**config.mk**
```make
export PLATFORM = sky130hd
export DESIGN_NAME = video_sync_gen_flat
export DESIGN_NICKNAME = d
export VERILOG_FILES = /design/src/rtl/video_sync_gen_if.sv /design/src/rtl/video_sync_gen.sv /design/src/flat_wrapper.sv
export SDC_FILE = /design/constraint.sdc
export NUM_CORES = 1
export LEC_CHECK = 0
export ABC_AREA = 1
export ABC_CLOCK_PERIOD_IN_PS = 1600
export CORE_UTILIZATION = 53
export CTS_CLUSTER_DIAMETER = 40
export CTS_CLUSTER_SIZE = 28
export DETAILED_ROUTE_END_ITERATION = 7
export PLACE_DENSITY = 0.85
export SYNTH_ARGS = -nofsm -noshare
export SYNTH_HDL_FRONTEND = slang
export SYNTH_SLANG_ARGS = --single-unit
export TNS_END_PERCENT = 50
```
**constraint.sdc**
```tcl
create_clock -name clk -period 1.6 [get_ports clk]
set_input_delay 0.32 -clock clk [delete_from_list [all_inputs] [get_ports clk]]
set_output_delay 0.32 -clock clk [all_outputs]
set_load 0.02 [all_outputs]
```
**src/rtl/video_sync_gen_if.sv**
```systemverilog
// Run-control and sync/status bundle between the raster timing generator and its consumer.
// The generator drives the sync bus and status; the consumer drives start/stop.
interface video_sync_gen_if #(
    parameter int CW = 16
);
    logic          start;
    logic          stop;
    logic [26:24]  Synco;
    logic          busy;
    logic          frame_done;
    logic [CW-1:0] frame_cnt;

    modport master (
        input  start,
        input  stop,
        output Synco,
        output busy,
        output frame_done,
        output frame_cnt
    );

    modport slave (
        output start,
        output stop,
        input  Synco,
        input  busy,
        input  frame_done,
        input  frame_cnt
    );
endinterface

```
**src/rtl/video_sync_gen.sv**
```systemverilog
// Programmable raster timing generator: frame/line/data-enable sync bus with run control.
// Blanking precedes active area on both axes; all outputs trail the counters by one cycle.
module video_sync_gen #(
    parameter int H_ACT      = 640,
    parameter int H_BLANK    = 160,
    parameter int V_ACT      = 480,
    parameter int V_BLANK    = 45,
    parameter int NUM_FRAMES = 0,
    parameter int CW         = 16
) (
    input  logic             clk,
    input  logic             rst,
    video_sync_gen_if.master bus
);

    if (H_ACT < 1 || H_BLANK < 1 || V_ACT < 1 || V_BLANK < 1) begin : g_bad_geometry
        $fatal(1, "video_sync_gen: degenerate raster geometry");
    end

    localparam logic [CW-1:0] ONE     = CW'(1);
    localparam logic [CW-1:0] H_LAST  = CW'(H_ACT + H_BLANK - 1);
    localparam logic [CW-1:0] V_LAST  = CW'(V_ACT + V_BLANK - 1);
    localparam logic [CW-1:0] H_FIRST = CW'(H_BLANK);
    localparam logic [CW-1:0] V_FIRST = CW'(V_BLANK);
    localparam logic [CW-1:0] NF      = CW'(NUM_FRAMES);
    localparam bit            COUNTED = (NUM_FRAMES != 32'sd0);

    typedef enum logic [1:0] {
        S_IDLE  = 2'd0,
        S_RUN   = 2'd1,
        S_DRAIN = 2'd2
    } state_t;

    state_t        state_q, state_d;
    logic [CW-1:0] h_q, h_d;
    logic [CW-1:0] v_q, v_d;
    logic [CW-1:0] frame_cnt_q, frame_cnt_d;
    logic [2:0]    synco_q, synco_d;
    logic          busy_q, busy_d;
    logic          frame_done_q, frame_done_d;

    logic active_s;
    logic h_end_s;
    logic frame_end_s;
    logic last_frame_s;

    // Next-state, counter and output decode from the current (state, h, v).
    always_comb begin
        active_s     = (state_q != S_IDLE);
        h_end_s      = (h_q == H_LAST);
        frame_end_s  = active_s && h_end_s && (v_q == V_LAST);
        last_frame_s = COUNTED && ((frame_cnt_q + ONE) == NF);

        state_d     = state_q;
        frame_cnt_d = frame_cnt_q;
        case (state_q)
            S_IDLE: begin
                if (bus.start) begin
                    state_d     = S_RUN;
                    frame_cnt_d = '0;
                end else begin
                    state_d = S_IDLE;
                end
            end
            S_RUN: begin
                // A stop landing on the final cycle ends the run without a drain pass.
                if (frame_end_s) begin
                    if (bus.stop || last_frame_s) begin
                        state_d = S_IDLE;
                    end else begin
                        state_d = S_RUN;
                    end
                end else if (bus.stop) begin
                    state_d = S_DRAIN;
                end else begin
                    state_d = S_RUN;
                end
            end
            S_DRAIN: begin
                if (frame_end_s) begin
                    state_d = S_IDLE;
                end else begin
                    state_d = S_DRAIN;
                end
            end
            default: begin
                state_d = S_IDLE;
            end
        endcase

        if (frame_end_s) begin
            frame_cnt_d = frame_cnt_q + ONE;
        end else begin
            frame_cnt_d = frame_cnt_d;
        end

        if (!active_s) begin
            h_d = '0;
            v_d = '0;
        end else if (h_end_s) begin
            h_d = '0;
            if (v_q == V_LAST) begin
                v_d = '0;
            end else begin
                v_d = v_q + ONE;
            end
        end else begin
            h_d = h_q + ONE;
            v_d = v_q;
        end

        synco_d[2]   = active_s && (h_q == '0) && (v_q == '0);
        synco_d[1]   = active_s && (h_q == '0);
        synco_d[0]   = active_s && (h_q >= H_FIRST) && (v_q >= V_FIRST);
        busy_d       = active_s;
        frame_done_d = frame_end_s;
    end

    // State, counters and registered outputs; reset clears everything immediately.
    always_ff @(posedge clk or posedge rst) begin
        if (rst) begin
            state_q      <= S_IDLE;
            h_q          <= '0;
            v_q          <= '0;
            frame_cnt_q  <= '0;
            synco_q      <= 3'b000;
            busy_q       <= 1'b0;
            frame_done_q <= 1'b0;
        end else begin
            state_q      <= state_d;
            h_q          <= h_d;
            v_q          <= v_d;
            frame_cnt_q  <= frame_cnt_d;
            synco_q      <= synco_d;
            busy_q       <= busy_d;
            frame_done_q <= frame_done_d;
        end
    end

    assign bus.Synco      = synco_q;
    assign bus.busy       = busy_q;
    assign bus.frame_done = frame_done_q;
    assign bus.frame_cnt  = frame_cnt_q;

endmodule

```
**src/flat_wrapper.sv**
```systemverilog
// flat-port wrapper written by rule: the top's interface ports become plain ports
module video_sync_gen_flat 
#(
    parameter int H_ACT      = 640,
    parameter int H_BLANK    = 160,
    parameter int V_ACT      = 480,
    parameter int V_BLANK    = 45,
    parameter int NUM_FRAMES = 0,
    parameter int CW         = 16
)
  (clk, rst, bus_start, bus_stop, bus_Synco, bus_busy, bus_frame_done, bus_frame_cnt);
  video_sync_gen_if #(.CW(CW)) bus_i ();
  input  logic clk;
  input  logic rst;
  input wire logic [$bits(bus_i.start)-1:0] bus_start;
  input wire logic [$bits(bus_i.stop)-1:0] bus_stop;
  output wire logic [$bits(bus_i.Synco)-1:0] bus_Synco;
  output wire logic [$bits(bus_i.busy)-1:0] bus_busy;
  output wire logic [$bits(bus_i.frame_done)-1:0] bus_frame_done;
  output wire logic [$bits(bus_i.frame_cnt)-1:0] bus_frame_cnt;
  assign bus_i.start = bus_start;
  assign bus_i.stop = bus_stop;
  assign bus_Synco = bus_i.Synco;
  assign bus_busy = bus_i.busy;
  assign bus_frame_done = bus_i.frame_done;
  assign bus_frame_cnt = bus_i.frame_cnt;
  video_sync_gen #(.H_ACT(H_ACT), .H_BLANK(H_BLANK), .V_ACT(V_ACT), .V_BLANK(V_BLANK), .NUM_FRAMES(NUM_FRAMES), .CW(CW)) u_core (.clk(clk), .rst(rst), .bus(bus_i));
endmodule
```
==> metrics, run 1 <==
Final #Nets=526; Die X=81.81 um; port buffer count=24; XOR/XNOR share of the synthesized area=4.411%; Tot Pwr=3.523 mW; DRC violations left=0; core area=6026 um^2; hold_ws=0.4059 ns; Worst Setup End Kind=flop; CP Data Arrival Time=1.84 ns; clock buffer depth=2; failing checks=setup timing; Ys Warns=0; combinational family with the most area after synthesis=simple AND/OR/NAND/NOR gates; post-route insts no fill=590; largest net degree at the start of global routing=56; Total GRT Usage=26.07%; Net Count, Synth=461; post-synthesis cell type count=30; Overflow after GRT=0; Slew @ Worst Pin=0.3882 ns; compound-gate portion of the synthesized area=4.559%; Detail Placement HPWL=5442 um; Starting Density=56.02%; filler instances=439; CTS tree=built; number of synthesized flops with an enable pin=0; clk slew on worst S/H paths=0.11 ns; RD Place Congestion=0.8623; Synth Cell Area=3376 um^2; H-tree levels=2; Clock Sinks=55; Routed WL=9069 um; Seq/Total Area, Yosys=40.77%; Area growth syn-to-layout=25.91%; post-synthesis mux area share=0%; max-slew violations=0; antenna violations before repair=0; DR vias/cell=5.678; placed cells=568; Primary FF master, synth=dfrtp_1; FP Rows=28; Sum Neg Setup Slack=-0.06978 ns; DR vias=3,350; post-synthesis async set-or-reset flop share=100.0%; Req. time, crit path=1.82 ns; total CTS buffers=5; max cap viols=0; Ant. Diodes=0; Synth Instances=450; final hold viol count=0; pre-CTS setup slack=-0.04341 ns; Max IR drop VDD=0.0006559 V; number of synthesized register bits=55; status=finished with violations; number of global-route vias before repair=3,102; Slew headroom=73.98%; Tcrit/Tclk final=101.4%; DRT iter0 DRCs=279; first-pass GRT wire length=13,460 um; final setup violation count=5; CTS root buf=clkbuf_8; post-synthesis area per instance=7.502 um^2; Setup CP Type=flop to flop; DIE AREA=6692 um^2; maximum fanout along the worst path=8; Synth Area in Adders=2.595%; Routed WL per cell=15.37 um; post-route ant nets=0; Setup WS post-layout=-0.02273 ns; layout cells sized above 1=20.97%; clock skew=0.01441 ns; RSZ-0062 raised after global routing=true; power per cell area=828.8 nW/um^2; Synth Area in Simple Gates=40.66%; worst skew pair latency=0.32 ns; drt first pass iters=5; IO Count=25; Leakage Power=2.109 nW; Min-Delay Path Class=input port to asynchronous set/reset pin; min Tclk post-route=1.623 ns; Die Ht=81.81 um; Peak Freq=616.2 MHz; crit start category=flop
[layout by cell type, fill, tap and decap left out, types with 3 or more instances in the layout]
cell type / count
nand2_1: 128
nor2_1: 59
dfrtp_1: 54
inv_1: 38
buf_4: 36
nand3_1: 31
dlygate4sd2_1: 15
nand4_1: 14
nand3_2: 13
xor2_1: 12
nor2_2: 10
nor2_4: 9
o21ai_1: 9
o21ai_0: 8
nor3_1: 8
nand2_2: 6
inv_2: 6
a21oi_1: 6
clkdlybuf4s50_1: 6
xnor2_1: 5
clkbuf_8: 5
ha_1: 4
nand2_8: 3
dlymetal6s2s_1: 3
buf_12: 3
[logic make-up (layout without fill, tap and decap cells)]
family,Yosys count,count (layout)
compound gates,29,29
flops,55,55
fa+ha+maj,7,7
simple gates,289,291
xor+xnor,17,17
buf+inv,53,116
[registers in the layout, summed over array words and instances (netlist names)]
name,count
u_core.bus.frame_done,1
u_core.bus.frame_cnt,16
u_core.v_q,16
u_core.state_q,2
u_core.bus.Synco,3
u_core.h_q,16
u_core.bus.busy,1
[final timing paths]
path,start,cells after the start,endpoint,slack [ns]
hold reg to reg,u_core.bus.frame_cnt[15],2,u_core.bus.frame_cnt[15],0.57
hold / removal,rst,3,u_core.h_q[11],0.41
min in group clk,u_core.bus.frame_cnt[15],2,u_core.bus.frame_cnt[15],0.57
setup / recovery,u_core.h_q[14],8,u_core.bus.frame_cnt[1],-0.02
max in group asynchronous,rst,3,u_core.v_q[13],0.93
setup reg to reg,u_core.h_q[14],8,u_core.bus.frame_cnt[1],-0.02
[critical path, stage by stage, from the launching register on]
cell	delay, ns
dfrtp_1	0.44
nor2_2	0.17
nand2_2	0.12
nor2_4	0.19
nand2_4	0.10
nor2_8	0.22
nand2_8	0.11
nand3_1	0.08
nand2_1	0.07
[power breakdown]
group | switching (mW) | leakage (nW) | internal [mW] | total, mW
logic | 0.638 | 1.30 | 0.386 | 1.02
clock network | 0.474 | 0.0502 | 0.458 | 0.933
registers | 0.0864 | 0.757 | 1.48 | 1.57
total | 1.20 | 2.11 | 2.32 | 3.52
[routing by layer]
| layer | track usage, % | vias to the layer above | part of all wire (%) |
|---|---|---|---|
| met5 | 0 | - | 0 |
| met4 | 10.18 | 0 | 2.5 |
| met3 | 4.000 | 28 | 7.5 |
| met2 | 44.71 | 185 | 48 |
| met1 | 32.79 | 1566 | 42 |
| li1 | - | 1571 | - |
[layout make-up]
class                           instances  area, um^2  share of cell area, %
Inverter                               46       181.4                  4.268
Clock inverter                          2       37.54                 0.8831
Tap cell                               75       93.84                  2.208
Clock buffer                            5       68.82                  1.619
Timing Repair Buffer                   63       559.3                  13.16
Multi-Input combinational cell        344        1932                  45.45
Sequential cell                        55        1378                  32.41
[stage by stage]
step	area, um^2	utilization, %
2_1_floorplan	3379	-
3_3_place_gp	3882	64.43
3_5_place_dp	3882	64.43
4_1_cts	4035	66.96
5_1_grt	4250	70.54
6_report	4250	70.54
[timing repair]
| action | CTS | global route |
|---|---|---|
| gates cloned | 1 | 1 |
| pin swaps | 3 | 6 |
| gates resized for setup | 22 | 33 |
| endpoints found under the setup margin | 33 | 45 |
| setup buffers | 3 | 10 |
| hold buffers | 0 | 0 |
[cells in the mapped netlist (5+ instances only)]
library cell  number  area share, %
nor3_1             8            1.2
nor2_2             9            1.7
o21ai_1           11            1.6
xor2_1            12            3.1
nand3_2           11            3.3
nand3_1           34            5.0
xnor2_1            5            1.3
ha_1               7            2.6
inv_2              5           0.56
nor2_1            66            7.3
nand4_1           14            2.6
dfrtp_1           55             41
o21ai_0            8            1.2
inv_1             41            4.6
nand2_1          132             15
a21oi_1            6           0.89
Power figures use the tool's default switching activity.
==> run 2, diff against run 1 <==
--- a/config.mk
+++ b/config.mk
@@ -6,7 +6,6 @@
 export NUM_CORES = 1
 export LEC_CHECK = 0
 export ABC_AREA = 1
-export ABC_CLOCK_PERIOD_IN_PS = 1600
 export CORE_UTILIZATION = 53
 export CTS_CLUSTER_DIAMETER = 40
 export CTS_CLUSTER_SIZE = 28
==> results of run 2 <==
No change in the layout: final DEF, timing and power equal those of run 1.
